==> config.mk <==
export PLATFORM = sky130hd
export DESIGN_NAME = uart_cmd_comm_flat
export DESIGN_NICKNAME = d
export VERILOG_FILES = /design/src/rtl/uart_cmd_pkg.sv /design/src/rtl/uart_cmd_comm_if.sv /design/src/rtl/uart_rx.sv /design/src/rtl/uart_cmd_comm.sv /design/src/flat_wrapper.sv
export SDC_FILE = /design/constraint.sdc
export NUM_CORES = 1
export LEC_CHECK = 0
export BUFFER_PORTS_ARGS = -buffer_cell sky130_fd_sc_hd__buf_2
export CORE_MARGIN = 5
export CORE_UTILIZATION = 54
export CTS_CLUSTER_DIAMETER = 200
export CTS_CLUSTER_SIZE = 40
export DETAILED_ROUTE_END_ITERATION = 16
export PLACE_DENSITY = 0.76
export SETUP_SLACK_MARGIN = 0.1
export SLEW_MARGIN = 20
export SYNTH_ARGS = -nofsm -noshare
export SYNTH_HDL_FRONTEND = slang
export SYNTH_SLANG_ARGS = --single-unit
==> constraint.sdc <==
create_clock -name clk -period 1.7 [get_ports clk]
set_input_delay 0.085 -clock clk [delete_from_list [all_inputs] [get_ports clk]]
set_output_delay 0.085 -clock clk [all_outputs]
set_load 0.01 [all_outputs]
==> src/rtl/uart_cmd_pkg.sv <==
// Shared constants for the host serial command endpoint.
// Latency: n/a (constants only).
// Backpressure: n/a.
package uart_cmd_pkg;

  localparam int CMD_BYTES  = 3;   // bytes per host command
  localparam int FRAME_BITS = 10;  // 8N1: start + 8 data + stop

  // RX engine states
  localparam logic [1:0] RX_IDLE  = 2'd0;
  localparam logic [1:0] RX_START = 2'd1;
  localparam logic [1:0] RX_DATA  = 2'd2;
  localparam logic [1:0] RX_STOP  = 2'd3;

  // TX engine states
  localparam logic TX_IDLE = 1'b0;
  localparam logic TX_XMIT = 1'b1;

endpackage

==> src/rtl/uart_cmd_comm_if.sv <==
// Core-side bundle of the serial endpoint: assembled command out, response byte in.
// Latency: n/a (wiring only).
// Backpressure: cmd held while cmd_rdy until clr_cmd_rdy; send_resp ignored while a frame is in flight.
// master = core (dig_core), slave = uart_cmd_comm.
interface uart_cmd_comm_if;
  logic [23:0] cmd;          // assembled command, byte 1 in [23:16]
  logic        cmd_rdy;      // level: cmd valid
  logic        clr_cmd_rdy;  // pulse: release cmd, re-arm assembly
  logic [7:0]  resp_data;    // response byte
  logic        send_resp;    // pulse: start transmitting resp_data
  logic        resp_sent;    // pulse: response frame fully sent

  modport master (
    input  cmd, cmd_rdy, resp_sent,
    output clr_cmd_rdy, resp_data, send_resp
  );

  modport slave (
    output cmd, cmd_rdy, resp_sent,
    input  clr_cmd_rdy, resp_data, send_resp
  );
endinterface

==> src/rtl/uart_rx.sv <==
// 8N1 UART receiver: 2-flop synchronizer, mid-bit sampling, one-clk rx_byte_vld per good frame.
// Latency: rx_byte_vld one clk after the stop-bit sample (plus 2 clk synchronizer delay).
// Backpressure: none; a frame with a low stop bit is silently dropped.
// Ports: clk, rst_n, rx (async line) -> rx_data[7:0], rx_byte_vld.
module uart_rx import uart_cmd_pkg::*; #(
  parameter int BAUD_DIV = 2604
) (
  input  logic       clk,
  input  logic       rst_n,
  input  logic       rx,
  output logic [7:0] rx_data,
  output logic       rx_byte_vld
);

  localparam int CW = $clog2(BAUD_DIV);
  localparam logic [CW-1:0] BIT_END  = CW'(BAUD_DIV - 1);
  localparam logic [CW-1:0] HALF_END = CW'(BAUD_DIV / 2 - 1);

  logic [1:0]    sync;
  logic          rx_s;
  logic          rx_prev;
  logic [1:0]    state;
  logic [CW-1:0] baud_cnt;
  logic [2:0]    bit_cnt;
  logic [7:0]    shreg;

  assign rx_s = sync[1];

  always_ff @(posedge clk or negedge rst_n) begin
    if (!rst_n) begin
      sync        <= 2'b11;  // idle-high line, no false start edge out of reset
      rx_prev     <= 1'b1;
      state       <= RX_IDLE;
      baud_cnt    <= '0;
      bit_cnt     <= '0;
      shreg       <= '0;
      rx_data     <= '0;
      rx_byte_vld <= 1'b0;
    end else begin
      sync        <= {sync[0], rx};
      rx_prev     <= rx_s;
      rx_byte_vld <= 1'b0;
      case (state)
        RX_IDLE: begin
          baud_cnt <= '0;
          if (rx_prev && !rx_s) state <= RX_START;
        end
        RX_START: begin
          // Half a bit in: still low means a real start bit, high means a glitch.
          if (baud_cnt == HALF_END) begin
            baud_cnt <= '0;
            bit_cnt  <= '0;
            state    <= rx_s ? RX_IDLE : RX_DATA;
          end else begin
            baud_cnt <= baud_cnt + 1'b1;
          end
        end
        RX_DATA: begin
          if (baud_cnt == BIT_END) begin
            baud_cnt <= '0;
            shreg    <= {rx_s, shreg[7:1]};  // LSB first
            bit_cnt  <= bit_cnt + 1'b1;
            if (bit_cnt == 3'd7) state <= RX_STOP;
          end else begin
            baud_cnt <= baud_cnt + 1'b1;
          end
        end
        default: begin  // RX_STOP
          if (baud_cnt == BIT_END) begin
            baud_cnt <= '0;
            // Low stop bit: drop the byte and rearm at once; a new start
            // needs a fresh 1->0 edge anyway.
            state    <= RX_IDLE;
            if (rx_s) begin
              rx_data     <= shreg;
              rx_byte_vld <= 1'b1;
            end
          end else begin
            baud_cnt <= baud_cnt + 1'b1;
          end
        end
      endcase
    end
  end

endmodule

==> src/rtl/uart_cmd_comm.sv <==
// Host serial endpoint: assembles 3 received bytes into cmd/cmd_rdy, transmits single response bytes.
// Latency: cmd_rdy one clk after the third rx_byte_vld; TX start bit one clk after send_resp, resp_sent 10*BAUD_DIV clk later.
// Backpressure: bytes received while cmd_rdy are dropped until clr_cmd_rdy; send_resp ignored while a frame is in flight.
// Ports: clk, rst_n, RX (host line in), TX (host line out), bus (core side, slave modport).
module uart_cmd_comm import uart_cmd_pkg::*; #(
  parameter int BAUD_DIV = 2604,
  parameter int TO_BITS  = 20
) (
  input  logic            clk,
  input  logic            rst_n,
  input  logic            RX,
  output logic            TX,
  uart_cmd_comm_if.slave  bus
);

  localparam int CW = $clog2(BAUD_DIV);
  localparam logic [CW-1:0] BIT_END = CW'(BAUD_DIV - 1);

  logic [7:0] rx_data;
  logic       rx_byte_vld;

  uart_rx #(.BAUD_DIV(BAUD_DIV)) u_rx (
    .clk         (clk),
    .rst_n       (rst_n),
    .rx          (RX),
    .rx_data     (rx_data),
    .rx_byte_vld (rx_byte_vld)
  );

  // ---------------- command assembly + inter-byte timeout ----------------
  logic [1:0]         byte_idx;
  logic [23:0]        cmd_r;
  logic               cmd_rdy_r;
  logic [TO_BITS-1:0] to_cnt;

  assign bus.cmd     = cmd_r;
  assign bus.cmd_rdy = cmd_rdy_r;

  always_ff @(posedge clk or negedge rst_n) begin
    if (!rst_n) begin
      byte_idx  <= '0;
      cmd_r     <= '0;
      cmd_rdy_r <= 1'b0;
      to_cnt    <= '0;
    end else if (bus.clr_cmd_rdy) begin
      // Clear beats a coincident byte; cmd keeps its last value.
      cmd_rdy_r <= 1'b0;
      byte_idx  <= '0;
      to_cnt    <= '0;
    end else if (rx_byte_vld) begin
      to_cnt <= '0;
      if (!cmd_rdy_r) begin
        case (byte_idx)
          2'd0:    cmd_r[23:16] <= rx_data;
          2'd1:    cmd_r[15:8]  <= rx_data;
          default: cmd_r[7:0]   <= rx_data;
        endcase
        if (byte_idx == 2'(CMD_BYTES - 1)) begin
          byte_idx  <= '0;
          cmd_rdy_r <= 1'b1;
        end else begin
          byte_idx <= byte_idx + 1'b1;
        end
      end
    end else if (byte_idx != 2'd0 && !cmd_rdy_r) begin
      // A partial command idle for 2^TO_BITS clk is abandoned so a host that
      // lost sync realigns on its next command.
      if (&to_cnt) begin
        byte_idx <= '0;
        to_cnt   <= '0;
      end else begin
        to_cnt <= to_cnt + 1'b1;
      end
    end
  end

  // ---------------- TX engine ----------------
  logic                  tx_state;
  logic [FRAME_BITS-1:0] tx_sh;   // bit 0 drives the line directly
  logic [CW-1:0]         tx_cnt;
  logic [3:0]            tx_bit;
  logic                  resp_sent_r;

  assign TX            = tx_sh[0];
  assign bus.resp_sent = resp_sent_r;

  always_ff @(posedge clk or negedge rst_n) begin
    if (!rst_n) begin
      tx_state    <= TX_IDLE;
      tx_sh       <= '1;
      tx_cnt      <= '0;
      tx_bit      <= '0;
      resp_sent_r <= 1'b0;
    end else begin
      resp_sent_r <= 1'b0;
      if (tx_state == TX_IDLE) begin
        // No restart in the resp_sent clk so the core sees one clean pulse per frame.
        if (bus.send_resp && !resp_sent_r) begin
          tx_sh    <= {1'b1, bus.resp_data, 1'b0};
          tx_cnt   <= '0;
          tx_bit   <= '0;
          tx_state <= TX_XMIT;
        end
      end else if (tx_cnt == BIT_END) begin
        tx_cnt <= '0;
        tx_sh  <= {1'b1, tx_sh[FRAME_BITS-1:1]};  // refill with idle-high
        if (tx_bit == 4'(FRAME_BITS - 1)) begin
          tx_state    <= TX_IDLE;
          resp_sent_r <= 1'b1;
        end else begin
          tx_bit <= tx_bit + 1'b1;
        end
      end else begin
        tx_cnt <= tx_cnt + 1'b1;
      end
    end
  end

endmodule

==> src/flat_wrapper.sv <==
// flat-port wrapper written by rule: the top's interface ports become plain ports
module uart_cmd_comm_flat import uart_cmd_pkg::*;
#(
  parameter int BAUD_DIV = 2604,
  parameter int TO_BITS  = 20
)
  (clk, rst_n, RX, TX, bus_cmd, bus_cmd_rdy, bus_resp_sent, bus_clr_cmd_rdy, bus_resp_data, bus_send_resp);
  uart_cmd_comm_if bus_i ();
  input  logic clk;
  input  logic rst_n;
  input  logic RX;
  output logic TX;
  output wire logic [$bits(bus_i.cmd)-1:0] bus_cmd;
  output wire logic [$bits(bus_i.cmd_rdy)-1:0] bus_cmd_rdy;
  output wire logic [$bits(bus_i.resp_sent)-1:0] bus_resp_sent;
  input wire logic [$bits(bus_i.clr_cmd_rdy)-1:0] bus_clr_cmd_rdy;
  input wire logic [$bits(bus_i.resp_data)-1:0] bus_resp_data;
  input wire logic [$bits(bus_i.send_resp)-1:0] bus_send_resp;
  assign bus_cmd = bus_i.cmd;
  assign bus_cmd_rdy = bus_i.cmd_rdy;
  assign bus_resp_sent = bus_i.resp_sent;
  assign bus_i.clr_cmd_rdy = bus_clr_cmd_rdy;
  assign bus_i.resp_data = bus_resp_data;
  assign bus_i.send_resp = bus_send_resp;
  uart_cmd_comm #(.BAUD_DIV(BAUD_DIV), .TO_BITS(TO_BITS)) u_core (.clk(clk), .rst_n(rst_n), .RX(RX), .TX(TX), .bus(bus_i));
endmodule
## Word level (Yosys, flattened, before mapping)

Cells that the tools add are included.

| storage, ports and cells | value |
|---|---|
| bits in registers | 112 |
| bits of input ports | 13 |
| output and inout bits | 27 |
| logic and storage cells | 120 |

| cells by class | value |
|---|---|
| add/subtract/negate cells | 6 |
| equal/unequal tests | 16 |
| muxes and demuxes | 47 |
| bitwise operators | 4 |
| reduce and logical (&&, ||, !) cells | 28 |

Operators with widths:

| cell | count |
|---|---|
| 20-bit two-way mux | 4 |
| 12-bit two-way mux | 5 |
| 10-bit two-way mux | 3 |
| 12-bit by 1-bit adder with 12-bit output, second input constant | 2 |
| 12-bit equality test, second input constant | 2 |
| 2-bit two-way mux | 12 |
| 12-bit one-hot mux with 2 select lines | 1 |
| 20-bit by 1-bit adder with 20-bit output, second input constant | 1 |
| 20-bit AND reduction | 1 |
| 4-bit two-way mux | 4 |
| 1-bit two-way mux | 14 |
| 12-bit by 11-bit equality test with 1-bit output, second input constant | 1 |
| 2-bit inequality test, second input constant | 6 |
| 3-bit AND reduction | 4 |
| 4-bit AND reduction | 3 |
| 3-bit nonzero test | 3 |
| 2-bit nonzero test | 4 |
| 3-bit two-way mux | 2 |
| 2-bit one-hot mux with 3 select lines | 1 |
| 3-bit one-hot mux with 2 select lines | 1 |
| 5-bit AND reduction | 1 |
| 4-bit by 1-bit adder with 4-bit output, second input constant | 1 |
| 2-bit by 1-bit equality test with 1-bit output, second input constant | 2 |
| 2-bit equality test, second input constant | 2 |
| 12 further kinds | 21 |

## Depth between registers and ports, before layout

Gate-level depths: netlist of run 1.

| depth | value |
|---|---|
| depth in word-level cells | 5 |
| gate-level depth with buffers | 7 |
| gate-level depth less buffers | 6 |

## Modules after synthesis

From an unflattened synthesis of run 1, not the netlist that was laid out.

| second synthesis, totals | value |
|---|---|
| cells, all modules | 468 |
| area total of the unflattened synthesis | 5,177.5 um2 |

Modules (own cells, without submodules):

| module | instances | cells each | area each (um2) | sequential area each (um2) |
|---|---|---|---|---|
| uart_cmd_comm | 1 | 336 | 3,474.6 | 1,863.0 |
| uart_rx | 1 | 132 | 1,702.9 | 929.6 |

## Worst setup path after synthesis of run 1

No wires, ideal clock.

| path | value |
|---|---|
| path kind | register to register |
| start | register u_core.u_rx.baud_cnt[0] |
| end | register u_core.u_rx.rx_data[0] |
| library setup time | 0.125 ns |
| arrival time | 1.653 ns |
| required time | 1.575 ns |
| slack | -0.078 ns |
| cell stages (with the launch flop) | 7 |
| path buffers | 1 |
| period minus slack after synthesis | 1.778 ns |
| cells stage by stage | dfrtp_1 -> ha_1 -> and3_1 -> buf_2 -> nand4_4 -> nor2_8 -> mux2_2 |

| on the way | value |
|---|---|
| longest elaborated chain between the ends | 2 |

Ends and longest elaborated chain:

| what | line | text |
|---|---|---|
| from (decl) | uart_rx.sv:23 | `logic [CW-1:0] baud_cnt;` |
| from (signal assigned) | uart_rx.sv:55 | `baud_cnt <= baud_cnt + 1'b1;` |
| from (signal assigned) | uart_rx.sv:65 | `baud_cnt <= baud_cnt + 1'b1;` |
| from (signal assigned) | uart_rx.sv:79 | `baud_cnt <= baud_cnt + 1'b1;` |
| 12-bit equality test | uart_rx.sv:69 | `if (baud_cnt == BIT_END) begin` |
| 3-bit AND reduction (no line) | -- |  |
| to (signal assigned) | uart_rx.sv:75 | `rx_data <= shreg;` |
| to (decl) | uart_rx.sv:11 | `output logic [7:0] rx_data,` |

Every way passes these cells.
A chain may end at the register's enable or synchronous reset.

## Final worst setup path of run 1

| path | value |
|---|---|
| start | register u_core.tx_cnt[7] |
| end | register u_core.tx_bit[3] |

| on the way | value |
|---|---|
| longest elaborated chain between the ends | 3 |

Ends and longest elaborated chain:

| what | line | text |
|---|---|---|
| from (decl) | uart_cmd_comm.sv:80 | `logic [CW-1:0] tx_cnt;` |
| from (signal assigned) | uart_cmd_comm.sv:114 | `tx_cnt <= tx_cnt + 1'b1;` |
| 12-bit equality test | uart_cmd_comm.sv:104 | `end else if (tx_cnt == BIT_END) begin` |
| 2-bit inequality test (no line) | -- |  |
| 3-bit AND reduction (no line) | -- |  |
| to (signal assigned) | uart_cmd_comm.sv:111 | `tx_bit <= tx_bit + 1'b1;` |
| to (decl) | uart_cmd_comm.sv:81 | `logic [3:0] tx_bit;` |

Every way passes these cells.

==> impl_metrics.toml, run 1 <==
[clocking]
clock-sinks = 111
clk_pin_slew_ps = 110
htreeDepth = 3
clockBufferDepth = 2
cts_root_buffer = "clkbuf_8"
cts_tree = "done"
worstSkewPairLatency_ps = 390
numCtsBuffers = 9

[setup_path]
cp_cell_sequence = "nor3_2, a31oi_4, buf_6, o311ai_4, o41ai_2"
crit_path_max_incr_delay_ps = 450
critPathLaunchType = "register"
path_max_fanout = 7
r2r-start = "u_core.tx_cnt[7]"
reg2regPathDepth = 5
worst-path-buf-inv = 1
critPathKind = "reg2reg"
cpLargestDelayFamily = "compound AO/OA/AOI/OAI gates"
required_ps = 1970
rrSetupSlack_ps = -150
rr_endpoint = "u_core.tx_bit[3]"
end_kind = "register"
arrival_ps = 2110
crit_slowest_cell = "nor3_2"

[detailed_routing]
drcViolationCount = 0
wl_um = 13900
wl_met2_um = 7390
wl_met3_um = 598
drt_iter0_drc = 261
antenna_left = 0
met1_length_um = 5530
routed_via_density = 5.96
via_count = 4331
routed.top_layer = "met4"
wire_per_inst_um = 19.1
dr.pass1.iters = 5

[floorplanning]
dieArea_mm2 = 0.0117
fp.coreArea_mm2 = 0.00933
rows = 35
die_width_um = 108
die_h_um = 108
initial_core_util_pct = 56.0
ios = 40

[sta]
max_freq_mhz = 542
hold_viol_final = 0
relSlewSlack_pct = 66.8
rsz0062_at_grt = "true"
post-route-period-util_pct = 109
worst_pin_slew_ps = 498
finalCriticalPeriod_ps = 1850
final_max_slew_viol_count = 0
setup_viol = 62
finalSetupTns_ps = -3230
worst_slack_ps = -146
finClkSkew_ps = 10.2

[pwr]
seq_power_share_pct = 49.6
p_sw_share_pct = 32.5
p_clk_share_pct = 24.2
p_int_mw = 4.20
power_density_mw_per_mm2 = 860
ir_drop_v = 0.000523
pwr-share-comb_pct = 26.2
switchingPower_mw = 2.02
p_leak_nw = 3.32

[synthesis]
mappedNetlistArea_mm2 = 0.00522
yosysWarningCount = 0
synth_seq_area_share_pct = 53.5
ys_ff_latch = 111
netlist_instances = 450
ys.flop_type = "dfrtp_1"
synth_edf_count = 0
async_reset_ff_share_pct = 100
syn_avg_cell_area_um2 = 11.6
synth_cell_types = 60
syn-num-nets = 471

[cells_and_area]
syn_to_final_growth_pct = 38.5
design_area_mm2 = 0.00723
final_net_count = 614
diodes = 0
multi_input_area_mm2 = 0.00283
regArea_mm2 = 0.00279
nFillCells = 525
drive_above_1_share_pct = 49.5
fin_util_pct = 77.5

[place]
dp_hpwl_um = 7700
port_buffers = 39
placed_area_mm2 = 0.00606
place_ws_ps = -175
gp_congestion = 0.860

[hold_path]
min_from = "bus_resp_data[5]"
holdPathEnd = "u_core.tx_sh[6]"
holdCritPathClass = "in2reg"
worstHoldPathCells = 3

[outcome]
violations = "setup timing"
status = "finished with violations"

[global_route]
grt_usage_pct = 24.5
grt_max_degree = 36
grt_overflow = 0
grt_pass1_vias = 4574
antenna_found_initial = 0
grt_pass1_wl_um = 22600

[job]
cap_violations = 0
layout by cell type, fill, tap and decap left out, types with 5 or more instances in the layout:
cell type | synthesis | layout
o21ai_0 | 30 | 8
o21ai_2 | 1 | 12
ha_1 | 8 | 5
nand2_1 | 29 | 25
o31ai_1 | 10 | 6
buf_12 | 0 | 5
nand3_1 | 15 | 11
clkbuf_8 | 0 | 9
inv_1 | 11 | 11
xnor2_1 | 7 | 7
buf_6 | 0 | 15
mux2_4 | 0 | 25
dfstp_2 | 12 | 12
dfrtp_1 | 99 | 99
nor2_1 | 26 | 23
dlygate4sd3_1 | 0 | 7
nand4_1 | 9 | 9
o21ai_1 | 0 | 10
mux2_2 | 42 | 17
buf_4 | 4 | 81
a21oi_1 | 23 | 6
or3_1 | 8 | 8
or4_1 | 10 | 10
buf_2 | 9 | 38
mux2i_1 | 10 | 10
xor2_1 | 7 | 7
a21oi_2 | 0 | 16
timing repair:
| item | CTS | global route |
|---|---|---|
| pin swaps | 32 | 26 |
| hold buffers | 7 | 0 |
| setup endpoints to repair | 87 | 99 |
| resized for setup | 107 | 42 |
| endpoints found under the hold margin | 34 | 0 |
| cloned | 4 | 0 |
| setup buffers | 32 | 7 |
power groups by stage:
stage | combinational [mW] | clock [mW] | sequential (mW)
finish | 1.63 | 1.50 | 3.08
global route | 1.76 | 1.65 | 3.11
CTS | 1.41 | 1.53 | 3.06
detailed placement | 1.08 | 0 | 3.11
global placement | 1.03 | 0 | 3.09
floorplan | 0.528 | 0 | 3.14
how the worst max path moves through the flow:
stage,from,to,slack (ps),depth (start not counted)
finish,u_core.tx_cnt[7],u_core.tx_bit[3],-150,5
global route,u_core.u_rx.baud_cnt[8],u_core.u_rx.shreg[5],-180,5
CTS,u_core.u_rx.baud_cnt[10],u_core.u_rx.rx_data[0],-60,5
detailed placement,u_core.u_rx.baud_cnt[1],u_core.u_rx.state[0],-180,6
global placement,u_core.u_rx.baud_cnt[1],u_core.u_rx.state[0],-90,6
floorplan,u_core.u_rx.baud_cnt[0],u_core.u_rx.rx_data[0],-20,6
cell type report:
| type | count | area share, % |
|---|---|---|
| multi-input combinational | 311 | 39.2 |
| sequential | 111 | 38.6 |
| timing repair buffer | 149 | 16.9 |
| tap | 129 | 2.23 |
| clock buffer | 10 | 1.77 |
| clock inverter | 6 | 0.727 |
| inverter | 11 | 0.571 |
tightest hold or removal path: cells and delay by family:
family,cells,cell delay (ps)
buffers and inverters,1,80
multiplexers,1,70
AO/OA/AOI/OAI,1,130
flip-flops by register name, indices dropped and copies added, names as in the netlist:
signal	flops
u_core.tx_bit	4
u_core.u_rx.shreg	8
u_core.u_rx.rx_byte_vld	1
u_core.to_cnt	20
u_core.u_rx.rx_data	8
u_core.bus.cmd_rdy	1
u_core.u_rx.bit_cnt	3
u_core.tx_state	1
u_core.tx_sh	9
u_core.bus.cmd	24
u_core.u_rx.rx_prev	1
u_core.byte_idx	2
u_core.u_rx.state	2
u_core.tx_cnt	12
u_core.bus.resp_sent	1
u_core.u_rx.sync	2
u_core.u_rx.baud_cnt	12
through the flow:
step / hold WS, ps / total power, mW / std cells
after global placement: 73.4 / 4.12 / 664
after floorplan: -211 / 3.67 / 450
after global routing: 7.57 / 6.52 / 727
after detailed placement: 80.3 / 4.19 / 664
final: 9.93 / 6.21 / 727
after CTS: 8.74 / 6.01 / 723
cells by family (layout without fill, tap and decap cells):
group	after synthesis	count (layout)	share of synthesized area, %
adder cells (fa/ha/maj)	8	8	1.92
AO/OA/AOI/OAI	100	100	12.7
buffers and inverters	28	176	2.54
flip-flops	111	111	53.5
XOR/XNOR	14	14	2.35
multiplexers	52	52	11.0
AND/OR/NAND/NOR	137	137	16.1
synthesized netlist by cell type (4+ instances only):
| library cell | count | area share, % |
|---|---|---|
| inv_1 | 11 | 0.79 |
| a31oi_1 | 8 | 0.96 |
| a311oi_1 | 4 | 0.67 |
| dfrtp_1 | 99 | 47 |
| ha_1 | 8 | 1.9 |
| o31ai_1 | 10 | 1.4 |
| or3_1 | 8 | 0.96 |
| and4_1 | 6 | 1.0 |
| dfstp_2 | 12 | 6.0 |
| and3_1 | 4 | 0.48 |
| nand4_1 | 9 | 1.1 |
| buf_4 | 4 | 0.58 |
| nand3_1 | 15 | 1.4 |
| nor4_1 | 4 | 0.48 |
| xor2_1 | 7 | 1.2 |
| nor2_1 | 26 | 1.9 |
| or4_1 | 10 | 1.4 |
| mux2i_1 | 10 | 1.9 |
| buf_2 | 9 | 0.86 |
| a21oi_1 | 23 | 2.2 |
| o21ai_0 | 30 | 2.9 |
| mux2_2 | 42 | 9.1 |
| xnor2_1 | 7 | 1.2 |
| nand2_1 | 29 | 2.1 |
metal layers:
layer	GRT usage [%]	vias to the layer above
met5	0	-
li1	-	1959
met2	42.6	128
met4	9.29	0
met3	5.25	38
met1	29.8	2206
No activity file was read; power rests on OpenSTA's default activity.
==> run 2: changes to the inputs <==
==> constraint.sdc (replaced) <==
create_clock -name clk -period 1.7 [get_ports clk]
set_input_delay 0.34 -clock clk [delete_from_list [all_inputs] [get_ports clk]]
set_output_delay 0.34 -clock clk [all_outputs]
set_load 0.01 [all_outputs]
==> run 2 against run 1 <==
Net effect: the flow still finishes with violations (setup timing); hold slack better by 26 ps; clock-buffer cell count is the same; register-to-register slack gained 60 ps; critical path type unchanged.
==> impl_metrics.toml, run 2 (synthesized netlist as in run 1, its figures left out) <==
[cells_and_area]
regArea_mm2 = 0.00280
layout_common_cells = "dfrtp_1, buf_4, buf_2, nand2_1, mux2_4"
final_cells = 716
multi_input_area_mm2 = 0.00290
final_net_count = 603
drive_above_1_share_pct = 51.6
final_common_cell = "dfrtp_1"
largest_reg_flops = 24
design_area_mm2 = 0.00724
syn_to_final_growth_pct = 38.7
nFillCells = 537
diodes = 0

[clocking]
worstSkewPairLatency_ps = 390
cts_root_buffer = "clkbuf_8"
htreeDepth = 3
numCtsBuffers = 9
clockBufferDepth = 2
cts_tree = "done"
clock-sinks = 111
clk_pin_slew_ps = 110

[pwr]
pwr-share-comb_pct = 24.5
p_clk_share_pct = 25.8
switchingPower_mw = 1.97
p_leak_nw = 3.29
power_density_mw_per_mm2 = 863
p_int_mw = 4.28
seq_power_share_pct = 49.7
p_sw_share_pct = 31.5
ir_drop_v = 0.000881
power.total_mw = 6.25

[sta]
final_max_slew_viol_count = 0
hold_viol_final = 0
rsz0062_at_grt = "true"
worst_slack_ps = -84.2
finalCriticalPeriod_ps = 1780
worst_pin_slew_ps = 515
setup_viol = 44
max_freq_mhz = 560
finClkSkew_ps = 10.2
post-route-period-util_pct = 105
hold_ws_ps = 35.8
relSlewSlack_pct = 65.4

[job]
cap_violations = 0

[detailed_routing]
drcViolationCount = 0
dr.pass1.iters = 4
antenna_left = 0
wl_met2_um = 7080
routed.top_layer = "met4"
met1_length_um = 5500
drt_iter0_drc = 237
wire_per_inst_um = 18.7
via_count = 4172
wl_um = 13400
routed_via_density = 5.83
wl_met3_um = 511

[place]
placed_area_mm2 = 0.00608
dp_cells = 666
gp_congestion = 0.794
port_buffers = 39
dp_hpwl_um = 8000

[global_route]
grt_overflow = 0
grt_pass1_vias = 4376
antenna_found_initial = 0
grt_usage_pct = 22.8
grt_max_degree = 40
grt_pass1_wl_um = 21100

[outcome]
violations = "setup timing"
status = "finished with violations"

[hold_path]
holdCritPathClass = "in2reg"

[setup_path]
critPathLaunchType = "register"
cp_cell_sequence = "ha_4, and4_1, nand4_1, o31ai_4, buf_6, buf_12, a21oi_4"
path_max_fanout = 8
crit_path_max_incr_delay_ps = 420
cpLargestDelayFamily = "flip-flops"
end_kind = "register"
critPathKind = "reg2reg"
required_ps = 1970
crit_slowest_cell = "dfrtp_1"
arrival_ps = 2050
worst-path-buf-inv = 2

[floorplanning]
ios = 40
die_h_um = 108
die_width_um = 108
fp.coreArea_mm2 = 0.00933
rows = 35
dieArea_mm2 = 0.0117
initial_core_util_pct = 56.0
[run 2: cell count changes in the layout (fill, tap and decap cells not counted), moves of 3 or more]
| cell | change |
|---|---|
| buf_4 | -8 |
| dlygate4sd3_1 | -6 |
| o21ai_1 | -5 |
| a311oi_1 | -4 |
| a311oi_2 | +4 |
| dfrtp_1 | -4 |
| dfrtp_2 | +4 |
| clkbuf_16 | +3 |
| nand2_1 | +3 |
| o21bai_4 | +3 |
| or4_1 | -3 |
| or4_4 | +3 |
[run 2: worst register-to-register path: stages, from the launching register on]
cell and delay (ps):
dfrtp_1 420, ha_4 160, and4_1 210, nand4_1 210, o31ai_4 340, buf_6 150, buf_12 130, a21oi_4 40
[run 2: layout make-up]
cell class / count / area share, %
Clock buffer: 10 / 1.90
Clock inverter: 6 / 0.950
Inverter: 11 / 0.570
Multi-Input combinational cell: 312 / 40.0
Sequential cell: 111 / 38.6
Tap cell: 129 / 2.23
Timing Repair Buffer: 137 / 15.7
[run 2: routing by layer]
metal  up-vias  track usage, %
li1       1950               -
met5         -               0
met3        36            5.25
met4         0            8.39
met2        97            39.6
met1      2089            27.6
[run 2: metrics by stage]
stage | setup WS (ps) | setup TNS, ps | utilization, %
finish | -84.2 | -2240 | 77.6
global route | -168 | -6700 | 77.6
CTS | -75.5 | -1090 | 72.7
detailed placement | -76.5 | -1220 | 65.2
global placement | 32.2 | 0 | 65.2
floorplan | -20.1 | -273 | -
[run 2: power by group through the flow]
stage | logic [mW] | clock network (mW) | registers (mW)
CTS | 1.23 | 1.64 | 3.06
finish | 1.53 | 1.61 | 3.10
global route | 1.67 | 1.79 | 3.13
global placement | 1.08 | 0 | 3.09
floorplan | 0.528 | 0 | 3.14
detailed placement | 1.12 | 0 | 3.11
[run 2: final timing paths]
kind	start	slack, ps	end	cells after the start
setup reg to reg	u_core.to_cnt[0]	-80	u_core.to_cnt[19]	7
min in group asynchronous	rst_n	380	u_core.bus.resp_sent	2
hold / removal	RX	40	u_core.u_rx.sync[0]	1
hold reg to reg	u_core.u_rx.sync[0]	360	u_core.u_rx.sync[1]	0
max in group asynchronous	rst_n	710	u_core.tx_sh[7]	3
setup / recovery	u_core.to_cnt[0]	-80	u_core.to_cnt[19]	7
[run 2: what timing repair did]
action / CTS / global route
pin swaps: 15 / 32
setup endpoints to repair: 86 / 100
hold endpoints to repair: 15 / 0
cloned: 1 / 4
gates resized for setup: 75 / 80
hold buffers: 1 / 0
setup buffers: 21 / 8
==> run 3: changes to the inputs <==
--- a/config.mk
+++ b/config.mk
@@ -7,11 +7,11 @@
 export LEC_CHECK = 0
 export BUFFER_PORTS_ARGS = -buffer_cell sky130_fd_sc_hd__buf_2
 export CORE_MARGIN = 5
-export CORE_UTILIZATION = 54
+export CORE_UTILIZATION = 50
 export CTS_CLUSTER_DIAMETER = 200
 export CTS_CLUSTER_SIZE = 40
 export DETAILED_ROUTE_END_ITERATION = 16
-export PLACE_DENSITY = 0.76
+export PLACE_DENSITY = 0.71
 export SETUP_SLACK_MARGIN = 0.1
 export SLEW_MARGIN = 20
 export SYNTH_ARGS = -nofsm -noshare
==> run 3 against run 2 <==
Net effect: the flow still finishes with violations (setup timing); clock power increased by 3%; first-iteration DRC count decreased by 11%; highest routed layer unchanged; sequential share of layout area increased by 0.86 points; largest cell class unchanged; critical path type unchanged; largest power group unchanged.
==> impl_metrics.toml, run 3 (synthesized netlist as in run 1, its figures left out) <==
[floorplanning]
ios = 40
die_width_um = 112
rows = 37
dieArea_mm2 = 0.0126
die_h_um = 112
fp.coreArea_mm2 = 0.0103
initial_core_util_pct = 50.8

[setup_path]
rrSetupSlack_ps = -50
arrival_ps = 2040
end_kind = "register"
reg2regPathDepth = 5
cp_cell_sequence = "nor4b_2, buf_4, nand4_4, nor2_8, mux2_2"
crit_slowest_cell = "dfrtp_1"
critPathLaunchType = "register"
worst-path-stages = 5
path_max_fanout = 9
crit_path_max_incr_delay_ps = 440
critPathKind = "reg2reg"
required_ps = 1980
cpLargestDelayFamily = "simple AND/OR/NAND/NOR gates"
worst-path-buf-inv = 1

[global_route]
grt_overflow = 0
antenna_found_initial = 0
grt_max_degree = 50
grt_usage_pct = 18.8
grt_pass1_vias = 4143
grt_pass1_wl_um = 19900

[sta]
worst_pin_slew_ps = 440
finalCriticalPeriod_ps = 1750
worst_slack_ps = -54.8
relSlewSlack_pct = 70.6
setup_viol = 17
rsz0062_at_grt = "true"
post-route-period-util_pct = 103
final_max_slew_viol_count = 0
finClkSkew_ps = 12.0
max_freq_mhz = 570
finalSetupTns_ps = -648
hold_viol_final = 0
hold_ws_ps = 209

[pwr]
power_density_mw_per_mm2 = 859
p_leak_nw = 3.20
power.total_mw = 6.08
ir_drop_v = 0.000806

[place]
dp_cells = 669
placed_area_mm2 = 0.00609
dp_hpwl_um = 7520
place_ws_ps = -69.4
gp_congestion = 0.827
port_buffers = 39

[detailed_routing]
wire_per_inst_um = 16.7
drcViolationCount = 0
drt_iter0_drc = 212
routed_via_density = 5.64
antenna_left = 0
dr.pass1.iters = 4
via_count = 4024
wl_um = 11900

[cells_and_area]
final_cells = 713
regArea_mm2 = 0.00280
layout_common_cells = "dfrtp_1, buf_4, buf_2, nand2_1, mux2_4"
multi_input_area_mm2 = 0.00283
drive_above_1_share_pct = 49.2
syn_to_final_growth_pct = 35.7
diodes = 0
nFillCells = 713
final_net_count = 593
design_area_mm2 = 0.00708
fin_util_pct = 68.9
final_common_cell = "dfrtp_1"
largest_reg_flops = 24

[clocking]
cts_root_buffer = "clkbuf_8"
clockBufferDepth = 2
cts_tree = "done"
htreeDepth = 3
clk_pin_slew_ps = 130
clock-sinks = 111
numCtsBuffers = 9
worstSkewPairLatency_ps = 380

[job]
cap_violations = 0

[outcome]
status = "finished with violations"
violations = "setup timing"

[hold_path]
worstHoldPathCells = 2
holdCritPathClass = "in2reg"
==> run 3: cell type report <==
class,count,share of cell area [%]
tap,136,2.40
clock inverter,7,1.32
sequential,111,39.5
inverter,11,0.583
timing repair buffer,127,14.4
clock buffer,9,1.75
multi-input combinational,312,40.0
==> run 3: repair_timing <==
action	in CTS	in global routing
gates cloned	4	0
endpoints found under the setup margin	85	93
gates resized for setup	61	81
setup buffers	11	12
hold endpoints to repair	18	1
pin swaps	22	41
hold buffers	1	1
==> run 3: per-layer routing <==
| metal | part of all wire (%) | vias to the layer above | wire [um] | track usage, % |
|---|---|---|---|---|
| li1 | - | 1918 | - | - |
| met1 | 45 | 2029 | 5370 | 24.7 |
| met2 | 51 | 64 | 6130 | 32.3 |
| met3 | 2.5 | 13 | 297 | 3.40 |
| met4 | 1.0 | 0 | 121 | 5.21 |
| met5 | 0 | - | 0 | 0 |
==> run 3: worst paths after layout <==
kind,startpoint,to
setup reg to reg,u_core.u_rx.baud_cnt[4],u_core.u_rx.rx_data[0]
min in group asynchronous,rst_n,u_core.tx_cnt[3]
setup / recovery,u_core.u_rx.baud_cnt[4],u_core.u_rx.rx_data[0]
max in group asynchronous,rst_n,u_core.u_rx.rx_prev
hold reg to reg,u_core.u_rx.sync[0],u_core.u_rx.sync[1]
hold / removal,bus_resp_data[7],u_core.tx_sh[8]
==> run 3: where the power goes <==
| group | switching (mW) | internal (mW) | total, mW |
|---|---|---|---|
| clock | 1.05 | 0.611 | 1.66 |
| combinational | 0.692 | 0.669 | 1.36 |
| sequential | 0.182 | 2.89 | 3.07 |
==> run 3: worst register-to-register path: stages, from the launching register on <==
cell and delay (ps):
dfrtp_1 440, nor4b_2 280, buf_4 170, nand4_4 160
nor2_8 240, mux2_2 370
